[config.mk]
export PLATFORM = sky130hd
export DESIGN_NAME = uart_rx_sampler
export DESIGN_NICKNAME = d
export VERILOG_FILES = /design/src/rtl/uart_rx_sampler.sv
export SDC_FILE = /design/constraint.sdc
export NUM_CORES = 1
export LEC_CHECK = 0
export ABC_AREA = 1
export CORE_MARGIN = 2
export CORE_UTILIZATION = 42
export CTS_CLUSTER_SIZE = 24
export DETAILED_ROUTE_END_ITERATION = 10
export SYNTH_ARGS = -nofsm -noshare
export SYNTH_HDL_FRONTEND = slang
export SYNTH_SLANG_ARGS = --single-unit
[constraint.sdc]
create_clock -name clk -period 1.3 [get_ports clk]
set_input_delay 0.195 -clock clk [delete_from_list [all_inputs] [get_ports clk]]
set_output_delay 0.195 -clock clk [all_outputs]
set_load 0.02 [all_outputs]
[src/rtl/uart_rx_sampler.sv]
// UART receive front end: synchronises the RX line, votes three mid-bit samples per bit,
// assembles LSB-first frames and hands bytes out on valid/ready with framing/overrun status.
module uart_rx_sampler #(
    parameter int DataWidth  = 8,
    parameter int Oversample = 16,
    parameter int SyncStages = 2
) (
    input  logic                 clk,
    input  logic                 nReset,
    input  logic                 syncReset,
    input  logic                 rxTick,
    input  logic                 rxIn,
    output logic [DataWidth-1:0] data,
    output logic                 valid,
    input  logic                 ready,
    output logic                 framingError,
    output logic                 overrun,
    input  logic                 clrOverrun,
    output logic                 busy
);

    localparam int TW = $clog2(Oversample);
    localparam int BW = $clog2(DataWidth + 1);
    localparam logic [TW-1:0] MID_M1    = TW'(Oversample / 2 - 1);
    localparam logic [TW-1:0] MID       = TW'(Oversample / 2);
    localparam logic [TW-1:0] MID_P1    = TW'(Oversample / 2 + 1);
    localparam logic [TW-1:0] LAST_TICK = TW'(Oversample - 1);
    localparam logic [BW-1:0] LAST_BIT  = BW'(DataWidth - 1);

    typedef enum logic [1:0] {IDLE, START, DATA, STOP} state_t;

    state_t                 state, state_nxt;
    logic [TW-1:0]          tick_cnt, tick_cnt_nxt;
    logic [BW-1:0]          bit_idx, bit_idx_nxt;
    logic [DataWidth-1:0]   shreg, shreg_nxt;
    logic [1:0]             samp, samp_nxt;
    logic [SyncStages-1:0]  sync_q;
    logic                   rx_s;
    logic                   vote;
    logic                   complete;
    logic                   accept;

    // Synchroniser resets to the idle line level so reset never looks like a start bit.
    always_ff @(posedge clk or negedge nReset) begin
        if (!nReset) begin
            sync_q <= '1;
        end else if (syncReset) begin
            sync_q <= '1;
        end else begin
            sync_q <= {sync_q[SyncStages-2:0], rxIn};
        end
    end

    assign rx_s = sync_q[SyncStages-1];
    // Third sample is the live synchronised line on tick Mid+1.
    assign vote = (samp[0] & samp[1]) | (samp[0] & rx_s) | (samp[1] & rx_s);

    always_ff @(posedge clk or negedge nReset) begin
        if (!nReset) begin
            state    <= IDLE;
            tick_cnt <= '0;
            bit_idx  <= '0;
            shreg    <= '0;
            samp     <= '0;
        end else if (syncReset) begin
            state    <= IDLE;
            tick_cnt <= '0;
            bit_idx  <= '0;
            shreg    <= '0;
            samp     <= '0;
        end else begin
            state    <= state_nxt;
            tick_cnt <= tick_cnt_nxt;
            bit_idx  <= bit_idx_nxt;
            shreg    <= shreg_nxt;
            samp     <= samp_nxt;
        end
    end

    // NOTE: every signal driven here gets a default first, so no path can infer a latch.
    always_comb begin
        state_nxt    = state;
        tick_cnt_nxt = tick_cnt;
        bit_idx_nxt  = bit_idx;
        shreg_nxt    = shreg;
        samp_nxt     = samp;
        complete     = 1'b0;
        if (rxTick) begin
            if (tick_cnt == MID_M1) samp_nxt[0] = rx_s;
            if (tick_cnt == MID)    samp_nxt[1] = rx_s;
            tick_cnt_nxt = tick_cnt + 1'b1;
            unique case (state)
                IDLE: begin
                    tick_cnt_nxt = '0;
                    if (!rx_s) begin
                        state_nxt    = START;
                        tick_cnt_nxt = TW'(1);
                    end
                end
                START: begin
                    if (tick_cnt == MID_P1 && vote) begin
                        state_nxt    = IDLE;
                        tick_cnt_nxt = '0;
                    end else if (tick_cnt == LAST_TICK) begin
                        state_nxt    = DATA;
                        tick_cnt_nxt = '0;
                        bit_idx_nxt  = '0;
                    end
                end
                DATA: begin
                    if (tick_cnt == MID_P1) shreg_nxt = {vote, shreg[DataWidth-1:1]};
                    if (tick_cnt == LAST_TICK) begin
                        tick_cnt_nxt = '0;
                        bit_idx_nxt  = bit_idx + 1'b1;
                        if (bit_idx == LAST_BIT) state_nxt = STOP;
                    end
                end
                STOP: begin
                    // Leave at stop mid so the next start edge has half a bit of slack.
                    if (tick_cnt == MID_P1) begin
                        complete     = 1'b1;
                        state_nxt    = IDLE;
                        tick_cnt_nxt = '0;
                        bit_idx_nxt  = '0;
                    end
                end
                default: state_nxt = IDLE;
            endcase
        end
    end

    assign accept = !valid || ready;
    assign busy   = (state != IDLE);

    // NOTE: sequential state uses non-blocking assignments so all flops update together.
    always_ff @(posedge clk or negedge nReset) begin
        if (!nReset) begin
            data         <= '0;
            valid        <= 1'b0;
            framingError <= 1'b0;
            overrun      <= 1'b0;
        end else if (syncReset) begin
            data         <= '0;
            valid        <= 1'b0;
            framingError <= 1'b0;
            overrun      <= 1'b0;
        end else begin
            if (complete && accept) begin
                data         <= shreg;
                framingError <= !vote;
                valid        <= 1'b1;
            end else if (valid && ready) begin
                valid <= 1'b0;
            end
            if (complete && !accept) begin
                overrun <= 1'b1;
            end else if (clrOverrun) begin
                overrun <= 1'b0;
            end
        end
    end

endmodule

Yosys cells after proc, flatten, opt, wreduce, memory -nomap -nowiden
Index checks and enable logic that the tools add are counted.
{"block": "totals", "reg_bits": 33, "latchBits": 0, "ram_bits": 0, "romBits": 0, "in_bits": 7, "output_inout_bits": 12, "wordCells": 102, "n_memories": 0}
{"block": "op_classes", "add_sub_neg": 2, "n_mul": 0, "div_mod_pow": 0, "n_lt_le_gt_ge": 0, "n_eq_ne": 15, "n_shift": 0, "mux": 45, "bitwise_logic": 5, "n_reduce_logical": 24}
{"op": "$mux W8", "n": 6}
{"op": "$mux W4", "n": 11}
{"op": "$mux W2", "n": 11}
{"op": "$ne A3 B3 Y1 const B", "n": 6}
{"op": "$pmux W4 S4", "n": 1}
{"op": "$mux W1", "n": 14}
{"op": "$reduce_bool A2 Y1", "n": 7}
{"op": "$eq A4 B4 Y1 const B", "n": 3}
{"op": "$pmux W4 S3", "n": 1}
{"op": "$reduce_and A6 Y1", "n": 2}
{"op": "$add A4 B1 Y4 const B", "n": 2}
{"op": "$eq A4 B3 Y1 const B", "n": 2}
{"op": "$pmux W2 S4", "n": 1}
{"op": "$reduce_bool A3 Y1", "n": 2}
{"op": "$eq A2 B2 Y1 const B", "n": 2}
{"op": "$logic_and A1 B1 Y1", "n": 4}
{"op": "$ne A4 B4 Y1 const B", "n": 1}
{"op": "$reduce_and A2 Y1", "n": 2}
{"op": "$reduce_bool A4 Y1", "n": 1}
{"op": "$and A1 B1 Y1", "n": 3}
{"op": "$logic_not A1 Y1", "n": 3}
{"op": "$reduce_and A3 Y1", "n": 1}
{"op": "$eq A2 B1 Y1 const B", "n": 1}
{"op": "$logic_not A2 Y1", "n": 1}
{"op": "other kinds (2)", "n": 3}

Logic depth before layout (Yosys ltp)
Gate-level depths: netlist (run 1).
{"block": "depth", "ltp_word": 8, "ltp_mapped": 11, "mapped_depth_nobuf": 11}

Worst setup path before layout (run 1)
OpenSTA, ideal clock, no wires.
{"block": "synth_timing", "path_kind": "register to register", "start": "register tick_cnt[1]", "end": "register shreg[1]", "arrival_time_ns": 1.285, "required_ns": 1.179, "slack_ns": -0.105, "stages_incl_launch_ff": 12, "period_less_slack_ns": 1.405, "path_cell_list": "dfrtp_1 -> inv_1 -> ha_1 -> inv_1 -> nor2_2 -> nand2_2 -> nor2_4 -> inv_4 -> nand2_2 -> inv_2 -> nand2_1 -> o21ai_1"}
{"block": "synth_via", "elab_chain_len": 3}
{"element": "start: declaration", "line_no": "33", "text": "logic [TW-1:0] tick_cnt, tick_cnt_nxt;"}
{"element": "start signal: assignment", "line_no": "73", "text": "tick_cnt <= tick_cnt_nxt;"}
{"element": "$eq A4 B4 Y1", "line_no": "111", "text": "if (tick_cnt == MID_P1) shreg_nxt = {vote, shreg[DataWidth-1:1]};"}
{"element": "$reduce_bool A2 Y1 (no line)"}
{"element": "$reduce_and A3 Y1 (no line)"}
{"element": "end signal: assignment", "line_no": "75", "text": "shreg <= shreg_nxt;"}
{"element": "end: declaration", "line_no": "35", "text": "logic [DataWidth-1:0] shreg, shreg_nxt;"}
Every way passes these cells.
A chain may end at the register's enable or synchronous reset.

Worst setup path in the final report (run 1)
{"block": "layout_timing", "start": "register tick_cnt[1]", "end": "register data[7]"}
{"block": "layout_via", "elab_chain_len": 6}
{"element": "$eq A4 B4 Y1", "line_no": "120", "text": "if (tick_cnt == MID_P1) begin"}
{"element": "$mux W1", "line_no": "120"}
{"element": "$mux W1", "line_no": "92", "text": "unique case (state)"}
{"element": "$mux W1", "line_no": "88", "text": "if (rxTick) begin"}
{"element": "$logic_and A1 B1 Y1", "line_no": "148", "text": "if (complete && accept) begin"}
{"element": "$reduce_bool A2 Y1 (no line)"}
{"element": "end signal: assignment", "line_no": "149", "text": "data <= shreg;"}
{"element": "end: declaration", "line_no": "13", "text": "output logic [DataWidth-1:0] data,"}
Every way passes these cells.

==> metrics.cfg, run 1 <==
[timing]
tns_ns = -4.214
whs_ns = 0.2740
max_slew.worst_pin.slew_ns = 0.3994
rsz0062_at_grt = true
setup_ws_ns = -0.1934
fin_skew_ns = 0.01464
setup_viol = 29
report.final.slew_viol_count = 0
min_period_ns = 1.493
clock.fmax_mhz = 669.6
hold_viol = 0
fin_crit_sh = 1.149
slew_headroom = 0.7331

[logic_synthesis]
synth_area_sq_mm = 0.001713
ys_ff_latch = 33
ys_seq_area_frac = 0.4836
avgSynthCellArea_sq_um = 7.857
synth.distinct_cells = 27
synth_cells = 218
synth_area_leaders = dfrtp_1, nand2_1, nand3_1, inv_1, o21ai_0
ys.warnings.count = 0
syn_nets = 229
synth_top_area_cell = dfrtp_1
synth_top_area_share = 0.4529

[routing]
viasPerCell = 4.881
wl_per_cell_microns = 13.26
drc = 0
wirelength_microns = 4470
highest_layer = met4
num_vias = 1645
ant_nets = 0
drt-met1-wl_microns = 2087
dr.pass1.iters = 4
drtIter0Drc = 74
wl_met2_microns = 2189
routed-wl-met3_microns = 179

[place]
place.port_buffers = 18
dp_hpwl_microns = 2686
gp_congestion = 0.8498

[critical_path]
crit_type = flip-flop to flip-flop
ff2ff_setup_slack_ns = -0.19
cp-start-kind = flip-flop
endpoint_kind = flip-flop
reg2reg_from = tick_cnt[1]
critPathArrivalTime_ns = 1.67
slowest_stage = dfrtp_1
r2r_end = data[7]
required_ns = 1.47
reg2reg_depth = 10
crit_start = tick_cnt[1]
critPathMaxStageDelay_ns = 0.41
critPathMaxFanout = 5
cp-endpoint = data[7]
crit_chain = inv_2, ha_4, inv_4, nor2_4, nand2_4, nor2_4, buf_12, nand2_4, nand3_2, o21ai_2

[global_route]
grt_pass1_wl_microns = 7251
grt_max_degree = 34
grtUsageTotal = 0.2137
gr-total-overflow = 0
antenna_found_initial = 0
grt_pass1_vias = 1500

[clocking]
hold_buffers = 0
clk_pin_slew_worst_paths_ns = 0.08
clock_latency_ns = 0.29
ctsHtreeMaxLevel = 2
cts_root_buf = clkbuf_8
cts_buffers = 5
max-clock-path-buffers = 2
cts_tree = yes
cts_sinks = 33

[finish]
n_antenna_cell = 0
drive_gt1_frac = 0.4669
area_delta_synth_final_pct = 60.85
fillers = 322
fin_util = 0.6938
nets = 297

[floorplan]
core.rowCount = 23
initial_core_util = 0.4313
dieArea_sq_mm = 0.004605
die_w_microns = 67.86
core_area_sq_mm = 0.003971
pin_count = 19
fp.dieH_microns = 67.86

[power_and_ir_drop]
p_per_area_mw_per_mm2 = 1188
irDropWorstVdd_mv = 0.9049
p_leak_nw = 1.344

[outcome]
status = finished, violations left
violations = setup timing

[flow_run]
maxCapViolations = 0

[min_path]
hp-class = primary input to asynchronous set/reset pin

## stage by stage
stage                     total power [W]  cells  worst slack (ns)  area (sq um)
after detailed placement         0.002055    317           -0.3114          2212
after floorplan                  0.001623    218           -0.1053          1722
after global placement           0.002053    317           -0.2638          2212
after global routing             0.003460    337           -0.2695          2755
final                            0.003273    337           -0.1934          2755
after CTS                        0.003068    333           -0.1822          2554
## critical path: cells and delay by family, from the launching register on
| family | cells | cell delay, ns |
|---|---|---|
| AND/OR/NAND/NOR | 5 | 0.50 |
| flip-flops | 1 | 0.41 |
| buffers and inverters | 3 | 0.26 |
| adder cells (fa/ha/maj) | 1 | 0.16 |
| AO/OA/AOI/OAI | 1 | 0.05 |
## worst min path at each step
stage	slack (ns)	endpoint	start	depth (start not counted)
6_report	0.27	data[2]	nReset	2
5_1_grt	0.28	data[1]	nReset	2
4_1_cts	0.28	data[2]	nReset	2
3_5_place_dp	0.50	shreg[6]	shreg[7]	2
3_3_place_gp	0.49	data[1]	data[1]	2
2_1_floorplan	-0.10	bit_idx[0]	nReset	0
## final cells by class
type | count | area, sq um | area share
Clock buffer | 6 | 72.57 | 0.02634
Clock inverter | 2 | 35.03 | 0.01272
Inverter | 34 | 137.6 | 0.04995
Multi-Input combinational cell | 150 | 1071 | 0.3887
Sequential cell | 33 | 830.8 | 0.3015
Tap cell | 50 | 62.56 | 0.02271
Timing Repair Buffer | 62 | 545.5 | 0.1980
## layer usage
| layer | vias up | global-route usage |
|---|---|---|
| met4 | 0 | 0.04750 |
| met2 | 27 | 0.3272 |
| met1 | 780 | 0.3081 |
| met5 | - | 0 |
| met3 | 2 | 0.05099 |
| li1 | 836 | - |
## synth_stat cells (all sizes together)
cell    instances
nand2          63
inv            33
dfrtp          31
nand3          31
o21ai          20
nor2           18
a21oi           5
ha              4
buf             3
dfstp           2
or2             2
a31oi           1
clkinv          1
nand3b          1
nor3            1
nor3b           1
xor2            1
## repair_timing
action / CTS / global route
gates cloned: 2 / 0
pin swaps: 12 / 15
gates resized for setup: 67 / 48
endpoints found under the setup margin: 42 / 32
buffers inserted: 8 / 5
## where the power goes
| group | switching (W) | leakage, nW | internal, W | total, W |
|---|---|---|---|---|
| logic | 0.000671 | 0.842 | 0.000515 | 0.00119 |
| registers | 0.0000533 | 0.447 | 0.00108 | 0.00114 |
| clock network | 0.000382 | 0.0552 | 0.000569 | 0.000951 |
| total | 0.00111 | 1.34 | 0.00217 | 0.00327 |
## registers in the layout, indices dropped and copies added, names as in the netlist
signal,count
samp,2
data,8
state,2
framingError,1
bit_idx,4
overrun,1
shreg,8
valid,1
sync_q,2
tick_cnt,4
## cell usage in the layout (no fill, tap or decap), types with 2 or more instances in the layout
cell and instances:
a21oi_1 3, buf_12 2, buf_4 35, buf_6 7, clkbuf_8 5, clkdlybuf4s50_1 5
dfrtp_1 29, dfrtp_2 2, dfstp_2 2, dlygate4sd2_1 11, ha_4 3, inv_1 23
inv_2 6, inv_4 4, nand2_1 45, nand2_2 11, nand2_4 8, nand3_1 11
nand3_2 17, nand3_4 4, nor2_1 10, nor2_2 3, nor2_4 5, o21ai_1 7
o21ai_2 12, or2_2 2
## logic make-up (layout without fill, tap and decap cells)
logic type,Yosys count,in the layout,share of synthesized area
fa+ha+maj,4,4,0.02922
compound gates,26,26,0.07670
flops,33,33,0.4836
buf+inv,37,104,0.08765
simple gates,117,119,0.3177
xor+xnor,1,1,0.005114
No activity file was read; power rests on OpenSTA's default activity.
==> inputs of run 2 (changes only) <==
Settings changed: CORE_ASPECT_RATIO set to 0.9.
==> run 2 against run 1 <==
Effect of this change:
- the flow still finishes with violations (setup timing)
- critical path depth is 1 lower
- sequential power is essentially flat
- fmax is 2.0% lower
- setup slack worse by 0.031 ns
- total power is 2.2% higher
- final cell count down 2.7%
- sequential share of layout area increased by 0.71 points
- non-clock buffer count fell by 7
- via count fell by 2.7%
- design area down 2.5%
==> metrics.cfg, run 2 (synthesis results as in run 1) <==
[routing]
wirelength_microns = 4229  ; was 4470 microns
drc = 0  ; unchanged
dr.pass1.iters = 4  ; unchanged
drtIter0Drc = 82  ; was 74
wl_per_cell_microns = 12.89  ; was 13.26 microns
ant_nets = 0  ; unchanged
num_vias = 1600  ; was 1645
viasPerCell = 4.878  ; was 4.881

[place]
dp_hpwl_microns = 2721  ; was 2686 microns
gp_congestion = 0.8098  ; was 0.8498
place.port_buffers = 18  ; unchanged

[timing]
setup_viol = 30  ; was 29
report.final.slew_viol_count = 0  ; unchanged
setup_ws_ns = -0.2241  ; was -0.1934 ns
max_slew.worst_pin.slew_ns = 0.5489  ; was 0.3994 ns
fin_skew_ns = 0.01366  ; was 0.01464 ns
fin_crit_sh = 1.172  ; was 1.149
min_period_ns = 1.524  ; was 1.493 ns
whs_ns = 0.2779  ; was 0.2740 ns
hold_viol = 0  ; unchanged
rsz0062_at_grt = true  ; unchanged
clock.fmax_mhz = 656.1  ; was 669.6 MHz
slew_headroom = 0.6332  ; was 0.7331

[flow_run]
maxCapViolations = 0  ; unchanged

[finish]
nets = 290  ; was 297
n_antenna_cell = 0  ; unchanged
area_delta_synth_final_pct = 56.90  ; was 60.85%
layout_common_cells = nand2_1, dfrtp_1, buf_4  ; was nand2_1, buf_4, dfrtp_1
drive_gt1_frac = 0.4143  ; was 0.4669
regArea_sq_um = 829.5  ; was 830.8 sq um
layout_commonest_cell = nand2_1  ; unchanged
multi_input_area_sq_mm = 0.001057  ; was 0.001071 sq mm
fillers = 315  ; was 322
largestRegisters = data: 8 flops, shreg: 8 flops  ; unchanged

[critical_path]
crit_type = flip-flop to flip-flop  ; unchanged
critPathMaxStageDelay_ns = 0.42  ; was 0.41 ns
reg2reg_depth = 9  ; was 10
cp-start-kind = flip-flop  ; unchanged
ff2ff_setup_slack_ns = -0.22  ; was -0.19 ns
slowest_stage = dfrtp_1  ; unchanged
required_ns = 1.51  ; was 1.47 ns
crit_chain = inv_2, ha_4, inv_2, nor2_4, nand2_4, nor2_4, buf_12, nand3_4, o21ai_2  ; was inv_2, ha_4, inv_4, nor2_4, nand2_4, nor2_4, buf_12, nand2_4, nand3_2, o21ai_2
critPathArrivalTime_ns = 1.73  ; was 1.67 ns
reg2reg_from = tick_cnt[1]  ; unchanged
critPathMaxFanout = 5  ; unchanged
crit_start = tick_cnt[1]  ; unchanged
endpoint_kind = flip-flop  ; unchanged
cp_top_family = simple AND/OR/NAND/NOR gates  ; unchanged
worst-path-buf-inv = 3  ; unchanged
cp_num_cells = 9  ; was 10

[global_route]
grtUsageMet3 = 0.04821  ; was 0.05099
grtUsageTotal = 0.1962  ; was 0.2137
grt_pass1_wl_microns = 6989  ; was 7251 microns
grt_busiest_layer = met2  ; unchanged
use_met2 = 0.3345  ; was 0.3272
grt_pass1_vias = 1548  ; was 1500
met1_usage = 0.2416  ; was 0.3081
antenna_found_initial = 0  ; unchanged
gr-total-overflow = 0  ; unchanged
grt_max_degree = 34  ; unchanged

[power_and_ir_drop]
p_leak_nw = 1.323  ; was 1.344 nW
irDropWorstVdd_mv = 0.6999  ; was 0.9049 mV
p_per_area_mw_per_mm2 = 1245  ; was 1188 mW/mm^2
finalPower_w = 0.003345  ; was 0.003273 W

[min_path]
hp-class = primary input to asynchronous set/reset pin  ; unchanged

[outcome]
status = finished, violations left  ; unchanged
violations = setup timing  ; unchanged

[floorplan]
core_area_sq_mm = 0.003991  ; was 0.003971 sq mm
initial_core_util = 0.4292  ; was 0.4313
dieArea_sq_mm = 0.004606  ; was 0.004605 sq mm
die_w_microns = 71.32  ; was 67.86 microns
pin_count = 19  ; unchanged
fp.dieH_microns = 64.59  ; was 67.86 microns
core.rowCount = 22  ; was 23

[clocking]
hold_buffers = 0  ; unchanged
clock_latency_ns = 0.29  ; about the same
cts_sinks = 33  ; unchanged
cts_tree = yes  ; unchanged
cts_root_buf = clkbuf_8  ; unchanged
max-clock-path-buffers = 2  ; unchanged
cts_buffers = 5  ; unchanged
ctsHtreeMaxLevel = 2  ; unchanged
clk_pin_slew_worst_paths_ns = 0.07  ; was 0.08 ns

==> run 2: layout make-up <==
cell class                      count  share of cell area
Multi-Input combinational cell    150              0.3934
Sequential cell                    33              0.3087
Timing Repair Buffer               55              0.1830
Inverter                           34             0.04935
Clock buffer                        7             0.03212
Tap cell                           48             0.02235
Clock inverter                      1             0.01117
==> run 2: repair_timing <==
item	in CTS	in global routing
cloned	2	0
resized for setup	72	35
buffers inserted	3	5
pin swaps	16	14
setup endpoints to repair	42	32
==> run 2: metrics by stage <==
stage	setup slack, ns	std cells	instance area (sq um)	TNS [ns]	util
detailed placement	-0.3120	312	2187	-6.604	0.5480
floorplan	-0.1053	218	1722	-1.066	-
global placement	-0.2498	312	2187	-6.013	0.5480
CTS	-0.1603	324	2525	-3.182	0.6326
global route	-0.3225	328	2688	-7.451	0.6734
finish	-0.2241	328	2688	-4.744	0.6734
==> run 2: layer usage <==
layer	routed length, microns	vias up
li1	-	822
met1	1911	735
met2	2108	35
met3	136	8
met4	72	0
met5	0	-
==> run 2: power by group <==
group	total (W)	internal, W	switching, W
Combinational	0.00121	0.000542	0.000668
Sequential	0.00113	0.00108	0.0000485
Clock	0.00100	0.000625	0.000378
==> run 2: final timing paths <==
path,end
max,framingError
min,data[5]
max reg2reg,framingError
min reg2reg,data[1]
max in group asynchronous,sync_q[1]
min in group clk,state[0]
==> run 2: worst reg2reg max path, cell delays in order, from the launching register on <==
cell and delay [ns]:
dfrtp_1 0.42, inv_2 0.09, ha_4 0.13, inv_2 0.04, nor2_4 0.12, nand2_4 0.08
nor2_4 0.13, buf_12 0.15, nand3_4 0.12, o21ai_2 0.15
